`config.mk`:
```
export PLATFORM = sky130hd
export DESIGN_NAME = collision_detect
export DESIGN_NICKNAME = d
export VERILOG_FILES = /design/src/rtl/collision_detect_pkg.sv /design/src/rtl/collision_detect_obstacle_map.sv /design/src/rtl/collision_detect.sv
export SDC_FILE = /design/constraint.sdc
export NUM_CORES = 1
export LEC_CHECK = 0
export ABC_AREA = 1
export BUFFER_PORTS_ARGS = -buffer_cell sky130_fd_sc_hd__buf_2
export CAP_MARGIN = 20
export CELL_PAD_IN_SITES_DETAIL_PLACEMENT = 1
export CELL_PAD_IN_SITES_GLOBAL_PLACEMENT = 1
export CORE_MARGIN = 4
export CORE_UTILIZATION = 42
export DETAILED_ROUTE_END_ITERATION = 16
export GPL_TIMING_DRIVEN = 0
export PLACE_DENSITY = 0.95
export SYNTH_ARGS = -nofsm -noshare
export SYNTH_HDL_FRONTEND = slang
export SYNTH_HIERARCHICAL = 1
export SYNTH_SLANG_ARGS = --single-unit
```
`constraint.sdc`:
```
create_clock -name clk -period 1.5 [get_ports clk]
set_input_delay 0.3 -clock clk [delete_from_list [all_inputs] [get_ports clk]]
set_output_delay 0.3 -clock clk [all_outputs]
set_load 0.05 [all_outputs]
```
`src/rtl/collision_detect_pkg.sv`:
```
// Shared pong definitions used by the collision stage and the Ball stage.
//
// Contents:
//   - screen geometry (HVIS/VVIS), ball size, paddle height, wall thickness
//   - fixed paddle column spans and goal margin
//   - game_state_e : START=00, SERVE=01, PLAY=10, DONE=11
//   - stage1_t     : stage-1 pipeline record of the collision stage
//   - in_span()    : inclusive 11-bit range test
package collision_detect_pkg;

    localparam int unsigned HVIS        = 640;
    localparam int unsigned VVIS        = 480;
    localparam int unsigned BALL_SIZE   = 32;
    localparam int unsigned PADDLE_H    = 80;
    localparam int unsigned WALL        = 8;
    localparam int unsigned GOAL_MARGIN = 16;

    // Paddle columns are fixed; only their vertical position moves.
    localparam logic [10:0] LPAD_X0 = 11'd16;
    localparam logic [10:0] LPAD_X1 = 11'd31;
    localparam logic [10:0] RPAD_X0 = 11'd608;
    localparam logic [10:0] RPAD_X1 = 11'd623;

    typedef enum logic [1:0] {
        ST_START = 2'b00,
        ST_SERVE = 2'b01,
        ST_PLAY  = 2'b10,
        ST_DONE  = 2'b11
    } game_state_e;

    // hits order: {X1, X2, Y1, Y2}
    typedef struct packed {
        logic       obstacle;
        logic [3:0] hits;
        logic       frame;
    } stage1_t;

    function automatic logic in_span(input logic [10:0] x,
                                     input logic [10:0] lo,
                                     input logic [10:0] hi);
        return (x >= lo) && (x <= hi);
    endfunction

endpackage

```
`src/rtl/collision_detect_obstacle_map.sv`:
```
// obstacle_map: combinational test of whether scan pixel (h,v) is an
// obstacle (top/bottom wall or either paddle).
//
// Ports:
//   h_i, v_i     : scan column / row
//   padl_y_i     : top row of the left paddle
//   padr_y_i     : top row of the right paddle
//   obstacle_o   : 1 when (h,v) is a wall or paddle pixel
module obstacle_map #(
    parameter int unsigned PADDLE_H = collision_detect_pkg::PADDLE_H,
    parameter int unsigned WALL     = collision_detect_pkg::WALL,
    parameter int unsigned VVIS     = collision_detect_pkg::VVIS
) (
    input  logic [9:0] h_i,
    input  logic [9:0] v_i,
    input  logic [8:0] padl_y_i,
    input  logic [8:0] padr_y_i,
    output logic       obstacle_o
);
    import collision_detect_pkg::*;

    localparam logic [10:0] PH_W     = 11'(PADDLE_H);
    localparam logic [10:0] WALL_W   = 11'(WALL);
    localparam logic [10:0] WALL_B_W = 11'(VVIS - WALL);

    logic [10:0] h;
    logic [10:0] v;
    logic [10:0] lo_l;
    logic [10:0] hi_l;
    logic [10:0] lo_r;
    logic [10:0] hi_r;
    logic        wall;
    logic        pad_l;
    logic        pad_r;

    assign h    = {1'b0, h_i};
    assign v    = {1'b0, v_i};
    assign lo_l = {2'b00, padl_y_i};
    assign lo_r = {2'b00, padr_y_i};
    // 11 bits hold 511 + PADDLE_H - 1 without wrapping.
    assign hi_l = lo_l + PH_W - 11'd1;
    assign hi_r = lo_r + PH_W - 11'd1;

    // Wall rows count at any column, including rows past the visible area.
    assign wall  = (v < WALL_W) || (v >= WALL_B_W);
    assign pad_l = in_span(h, LPAD_X0, LPAD_X1) && in_span(v, lo_l, hi_l);
    assign pad_r = in_span(h, RPAD_X0, RPAD_X1) && in_span(v, lo_r, hi_r);

    assign obstacle_o = wall || pad_l || pad_r;

endmodule

```
`src/rtl/collision_detect.sv`:
```
// collision_detect: two-stage pixel pipeline that watches the raster scan
// and latches which side of the ball touched a wall or paddle this frame.
//
// Ports:
//   clk, rst          : pixel clock, asynchronous active-low reset
//   state             : game state (START/SERVE/PLAY/DONE)
//   h_cnt, v_cnt      : current scan column / row
//   ballX, ballY      : ball left edge / top edge
//   paddleLY/RY       : top row of left / right paddle
//   CollisionX1/X2    : sticky left / right contact flags
//   CollisionY1/Y2    : sticky top / bottom contact flags
//   ResetCollision    : one-cycle frame-update strobe
//   goalL, goalR      : one-cycle miss pulses, aligned with ResetCollision
//
// Stage 1 registers the obstacle test and the four probe matches for the
// pixel on the inputs; stage 2 folds them into the sticky flags. The frame
// strobe travels through the same two stages so it lines up with the last
// flag update of the frame.
module collision_detect #(
    parameter int unsigned BALL_SIZE = collision_detect_pkg::BALL_SIZE,
    parameter int unsigned PADDLE_H  = collision_detect_pkg::PADDLE_H,
    parameter int unsigned WALL      = collision_detect_pkg::WALL,
    parameter int unsigned HVIS      = collision_detect_pkg::HVIS,
    parameter int unsigned VVIS      = collision_detect_pkg::VVIS
) (
    input  logic       clk,
    input  logic       rst,
    input  logic [1:0] state,
    input  logic [9:0] h_cnt,
    input  logic [9:0] v_cnt,
    input  logic [9:0] ballX,
    input  logic [8:0] ballY,
    input  logic [8:0] paddleLY,
    input  logic [8:0] paddleRY,
    output logic       CollisionX1,
    output logic       CollisionX2,
    output logic       CollisionY1,
    output logic       CollisionY2,
    output logic       ResetCollision,
    output logic       goalL,
    output logic       goalR
);
    import collision_detect_pkg::*;

    localparam logic [10:0] BS_W   = 11'(BALL_SIZE);
    localparam logic [10:0] HALF_W = 11'(BALL_SIZE / 2);
    localparam logic [10:0] HVIS_W = 11'(HVIS);
    localparam logic [10:0] VVIS_W = 11'(VVIS);
    localparam logic [10:0] GOAL_L = 11'(GOAL_MARGIN);
    localparam logic [10:0] GOAL_R = 11'(HVIS - GOAL_MARGIN);

    // A probe off the visible area never matches, even if the counters
    // happen to reach that position during blanking.
    function automatic logic probe_at(input logic [10:0] px,
                                      input logic [10:0] py,
                                      input logic [10:0] hh,
                                      input logic [10:0] vv);
        return (px < HVIS_W) && (py < VVIS_W) && (px == hh) && (py == vv);
    endfunction

    logic [10:0] h;
    logic [10:0] v;
    logic [10:0] bx;
    logic [10:0] by;
    logic        obs;
    logic        play;
    logic        ball_left;

    stage1_t     s1_d, s1_q;
    logic [3:0]  flags_d, flags_q;  // {X1, X2, Y1, Y2}
    logic        rc_d, rc_q;
    logic        gl_d, gl_q;
    logic        gr_d, gr_q;

    assign h  = {1'b0, h_cnt};
    assign v  = {1'b0, v_cnt};
    assign bx = {1'b0, ballX};
    assign by = {2'b00, ballY};

    obstacle_map #(
        .PADDLE_H (PADDLE_H),
        .WALL     (WALL),
        .VVIS     (VVIS)
    ) u_obstacle_map (
        .h_i        (h_cnt),
        .v_i        (v_cnt),
        .padl_y_i   (paddleLY),
        .padr_y_i   (paddleRY),
        .obstacle_o (obs)
    );

    // Stage 1: obstacle, probe matches and frame position for this pixel.
    always_comb begin
        s1_d          = '0;
        s1_d.obstacle = obs;
        s1_d.hits[3]  = probe_at(bx,                  by + HALF_W,         h, v);
        s1_d.hits[2]  = probe_at(bx + BS_W - 11'd1,   by + HALF_W,         h, v);
        s1_d.hits[1]  = probe_at(bx + HALF_W,         by,                  h, v);
        s1_d.hits[0]  = probe_at(bx + HALF_W,         by + BS_W - 11'd1,   h, v);
        s1_d.frame    = (h == 11'd0) && (v == VVIS_W);
    end

    assign play      = (state == ST_PLAY);
    assign ball_left = (bx < GOAL_L);

    // Stage 2: sticky flags. The cycle after the strobe clears them and the
    // clear beats any set arriving in that same cycle; leaving PLAY also
    // clears them.
    always_comb begin
        flags_d = flags_q;
        if (rc_q || !play) begin
            flags_d = 4'b0000;
        end else if (s1_q.obstacle) begin
            flags_d = flags_q | s1_q.hits;
        end
        rc_d = s1_q.frame;
        gl_d = s1_q.frame && play && ball_left;
        gr_d = s1_q.frame && play && !ball_left && ((bx + BS_W) > GOAL_R);
    end

    always_ff @(posedge clk or negedge rst) begin
        if (!rst) begin
            s1_q    <= '0;
            flags_q <= 4'b0000;
            rc_q    <= 1'b0;
            gl_q    <= 1'b0;
            gr_q    <= 1'b0;
        end else begin
            s1_q    <= s1_d;
            flags_q <= flags_d;
            rc_q    <= rc_d;
            gl_q    <= gl_d;
            gr_q    <= gr_d;
        end
    end

    assign CollisionX1    = flags_q[3];
    assign CollisionX2    = flags_q[2];
    assign CollisionY1    = flags_q[1];
    assign CollisionY2    = flags_q[0];
    assign ResetCollision = rc_q;
    assign goalL          = gl_q;
    assign goalR          = gr_q;

endmodule

```
==> results_dict.tcl <==
set metrics [dict create \
    status "finished with violations" \
    violations "negative setup slack" \
    die_w_um 98.9 \
    dr_total_vias 4347 \
    worst_r2r_endpoint "goalL$_DFF_PN0_" \
    r2r_start "rc_d$_DFF_PN0_" \
    worst_slack_ps -851 \
    startpoint "paddleLY[4]" \
    synth_mux_area_frac 0 \
    dpl.hpwl_um 9850 \
    crit_path_end_kind "flip-flop" \
    dr.pass1.iters 5 \
    period_needed_ps 2350 \
    diodes 0 \
    worstPathRequired_ps 1670 \
    tns_ps -919 \
    switchingPower_uw 860 \
    port_buffers 64 \
    max_freq_ghz 0.425 \
    synthSimpleGateAreaFrac 0.448 \
    drc_errors 0 \
    grt_overflow 0 \
    ys_top_cells_by_area "ha_1, nand2_1, inv_1, dfrtp_1, nand3_1" \
    synth_top_area_cell "ha_1" \
    drv_cap 0 \
    pwr-share-comb 0.643 \
    grt_setup_unrepaired "yes" \
    die_area_um2 9780 \
    static-leakage-power_nw 2.30 \
    yosysMostFrequentCell "nand2_1" \
    startpoint_type "input pin" \
    maxSlewHeadroom 0.708 \
    clockPowerShare 0.165 \
    drt_iter0_markers 220 \
    synth_commonest_cells "nand2_1, inv_1, nor2_1, nand3_1, ha_1" \
    worstPathMaxFanout 4 \
    design_area_um2 4320 \
    dpl.cell_count 754 \
    fin_skew_ps 0.442 \
    arrival_ps 2520 \
    async_flop_share 1.00 \
    routed_via_density 5.69 \
    synth-compound-area-share 0.0789 \
    post_drt_wl_per_cell_um 18.0 \
    worst_r2r_path_depth 2 \
    grt_max_degree 14 \
    fill_cells 1114 \
    crit_type "input pin to flip-flop" \
    area_delta_synth_final_pct 24.4 \
    cts_tree "yes" \
    setup_viol 2 \
    syn_nets 702 \
    finalCritPeriodShare 1.57 \
    hold_viol_final 0 \
    cp-endpoint "s1_q[5]$_DFF_PN0_" \
    cts.sinks 13 \
    core_um2 7890 \
    syn_avg_cell_area_um2 5.90 \
    floorplan.rows 32 \
    hold_class "input pin to flip-flop" \
    synth_warnings 6 \
    start_util 0.440 \
    grtUsageTotal 0.239 \
    routed_wl_um 13700 \
    synth_seq_cells 13 \
    power_density_nw_per_um2 426 \
    ctsLongestPathBuffers 2 \
    power_mw 1.84 \
    place_area_um2 3920 \
    synth_area_um2 3470 \
    syn_inst 588 \
    tightest_slew_ps 435 \
    ir_drop_mv 0.193 \
    synth_top_family_by_area "simple AND/OR/NAND/NOR gates" \
    clk_pin_slew_ps 50 \
    die_h_um 98.9 \
    htree_levels 1 \
    switching_share 0.467 \
    synth_xor_area_frac 0.0728 \
    drive_gt1_frac 0.218 \
    internal_power_uw 982 \
    reg2reg_setup_slack_ps 510 \
    synthFlopType "dfrtp_1" \
    globalplace.congestion 0.867 \
    synth_fa_ha_area_frac 0.191 \
    drtAntennaViolNets 0 \
    seq_power_share 0.193 \
    antenna_found_initial 0 \
    grt_pass1_vias 4303 \
    root_buffer "clkbuf_8" \
    fin_cells 764 \
    slew_viol_final 0 \
    grt_pass1_wl_um 19800 \
    ys_types 37 \
    netlist.area_leader.share 0.191 \
    seq_area_frac_synth 0.0937 \
    synth_edf_count 0 \
    cts-buffers-inserted 3 \
    clock_latency_ps 240 \
    ioPinCount 68 \
    whs_ps 314 \
    fin_nets 777 \
]
worst min-delay path by stage:
stage | start | to | slack (ps) | cells after the start
after global routing | ballX[6] | goalL$_DFF_PN0_ | 300 | 2
after CTS | state[0] | goalR$_DFF_PN0_ | 390 | 4
final | ballX[6] | goalL$_DFF_PN0_ | 310 | 2
after floorplan | rst | ResetCollision$_DFF_PN0_ | 4 | 0
after detailed placement | rst | flags_q[1]$_DFFE_PN0P_ | 200 | 1
after global placement | rst | flags_q[2]$_DFFE_PN0P_ | 190 | 1
flip-flops by register name, summed over array words and instances, names as in the netlist:
| register | count |
|---|---|
| ResetCollision | 1 |
| flags_q | 4 |
| goalL | 1 |
| goalR | 1 |
| rc_d | 1 |
| s1_q | 5 |
metrics by stage:
step                 util  worst slack [ps]
CTS                 0.519              -710
global route        0.548              -943
global placement    0.497             -1020
finish              0.548              -851
detailed placement  0.497             -1200
floorplan               -              -550
placed cells by master (no fill, tap or decap), types with 2 or more instances in the layout:
cell	n
ha_4	7
o2111ai_1	2
ha_1	46
nor3_2	2
buf_2	51
nor2_1	57
nand3_4	2
nor3_1	9
dfrtp_1	13
inv_4	4
o21ai_0	11
nor2_2	10
o211ai_1	2
clkbuf_8	3
o21ai_1	2
buf_6	7
nand2_1	158
nor4_2	2
nor4_1	7
buf_4	8
nand4_1	17
nand3b_1	2
nand3_1	54
inv_2	9
inv_1	81
buf_8	4
a21oi_1	24
xnor2_2	2
nor2_4	5
o21ai_2	2
nand2_2	12
xor2_1	17
nand3_2	4
xnor2_1	8
clkbuf_4	2
cell type report:
class                      count  area (µm²)  share of cell area
tap                          102         128              0.0295
multi-input combinational    474        2940               0.680
clock buffer                   4        45.0              0.0104
inverter                      97         387              0.0895
sequential                    13         325              0.0753
timing repair buffer          70         462               0.107
buffer                         4        37.5             0.00869
worst max-delay path, cell delays in order:
cell,delay (ps)
buf_8,110
ha_4,160
or2_4,240
nand2_2,70
nand2_2,60
a21oi_2,170
nand4_1,170
xnor2_1,180
inv_1,90
ha_4,280
nand4_1,130
nor4_2,180
nor2_1,90
nand2_1,100
nand3_2,80
nand3_2,100
repair_timing:
| action | 4_1_cts | 5_1_grt |
|---|---|---|
| endpoints found under the hold margin | 13 | 0 |
| cloned | 0 | 0 |
| pin swaps | 2 | 30 |
| hold buffers | 1 | 0 |
| resized for setup | 24 | 58 |
| setup buffers | 0 | 5 |
| endpoints found under the setup margin | 4 | 4 |
metal layers:
metal,GRT usage,part of all wire,up-vias
met4,0.0515,0.021,0
met5,0,0,-
met2,0.461,0.53,153
met1,0.282,0.40,2103
met3,0.0219,0.050,31
li1,-,-,2060
power groups by stage:
stage / clock (mW) / sequential (mW) / combinational [mW]
floorplan: 0 / 0.361 / 0.647
finish: 0.303 / 0.355 / 1.18
global placement: 0 / 0.361 / 0.929
CTS: 0.307 / 0.355 / 1.05
global route: 0.327 / 0.355 / 1.31
detailed placement: 0 / 0.361 / 1.01
logic make-up after synthesis:
group                      count (synthesis)
xor gates and xnor gates                  28
buffers and inverters                    101
DFF                                       13
AOI/OAI and AO/OA                         49
adders and majority gates                 53
and+or+nand+nor                          344
Note: power is estimated with default switching activity, not from simulation.
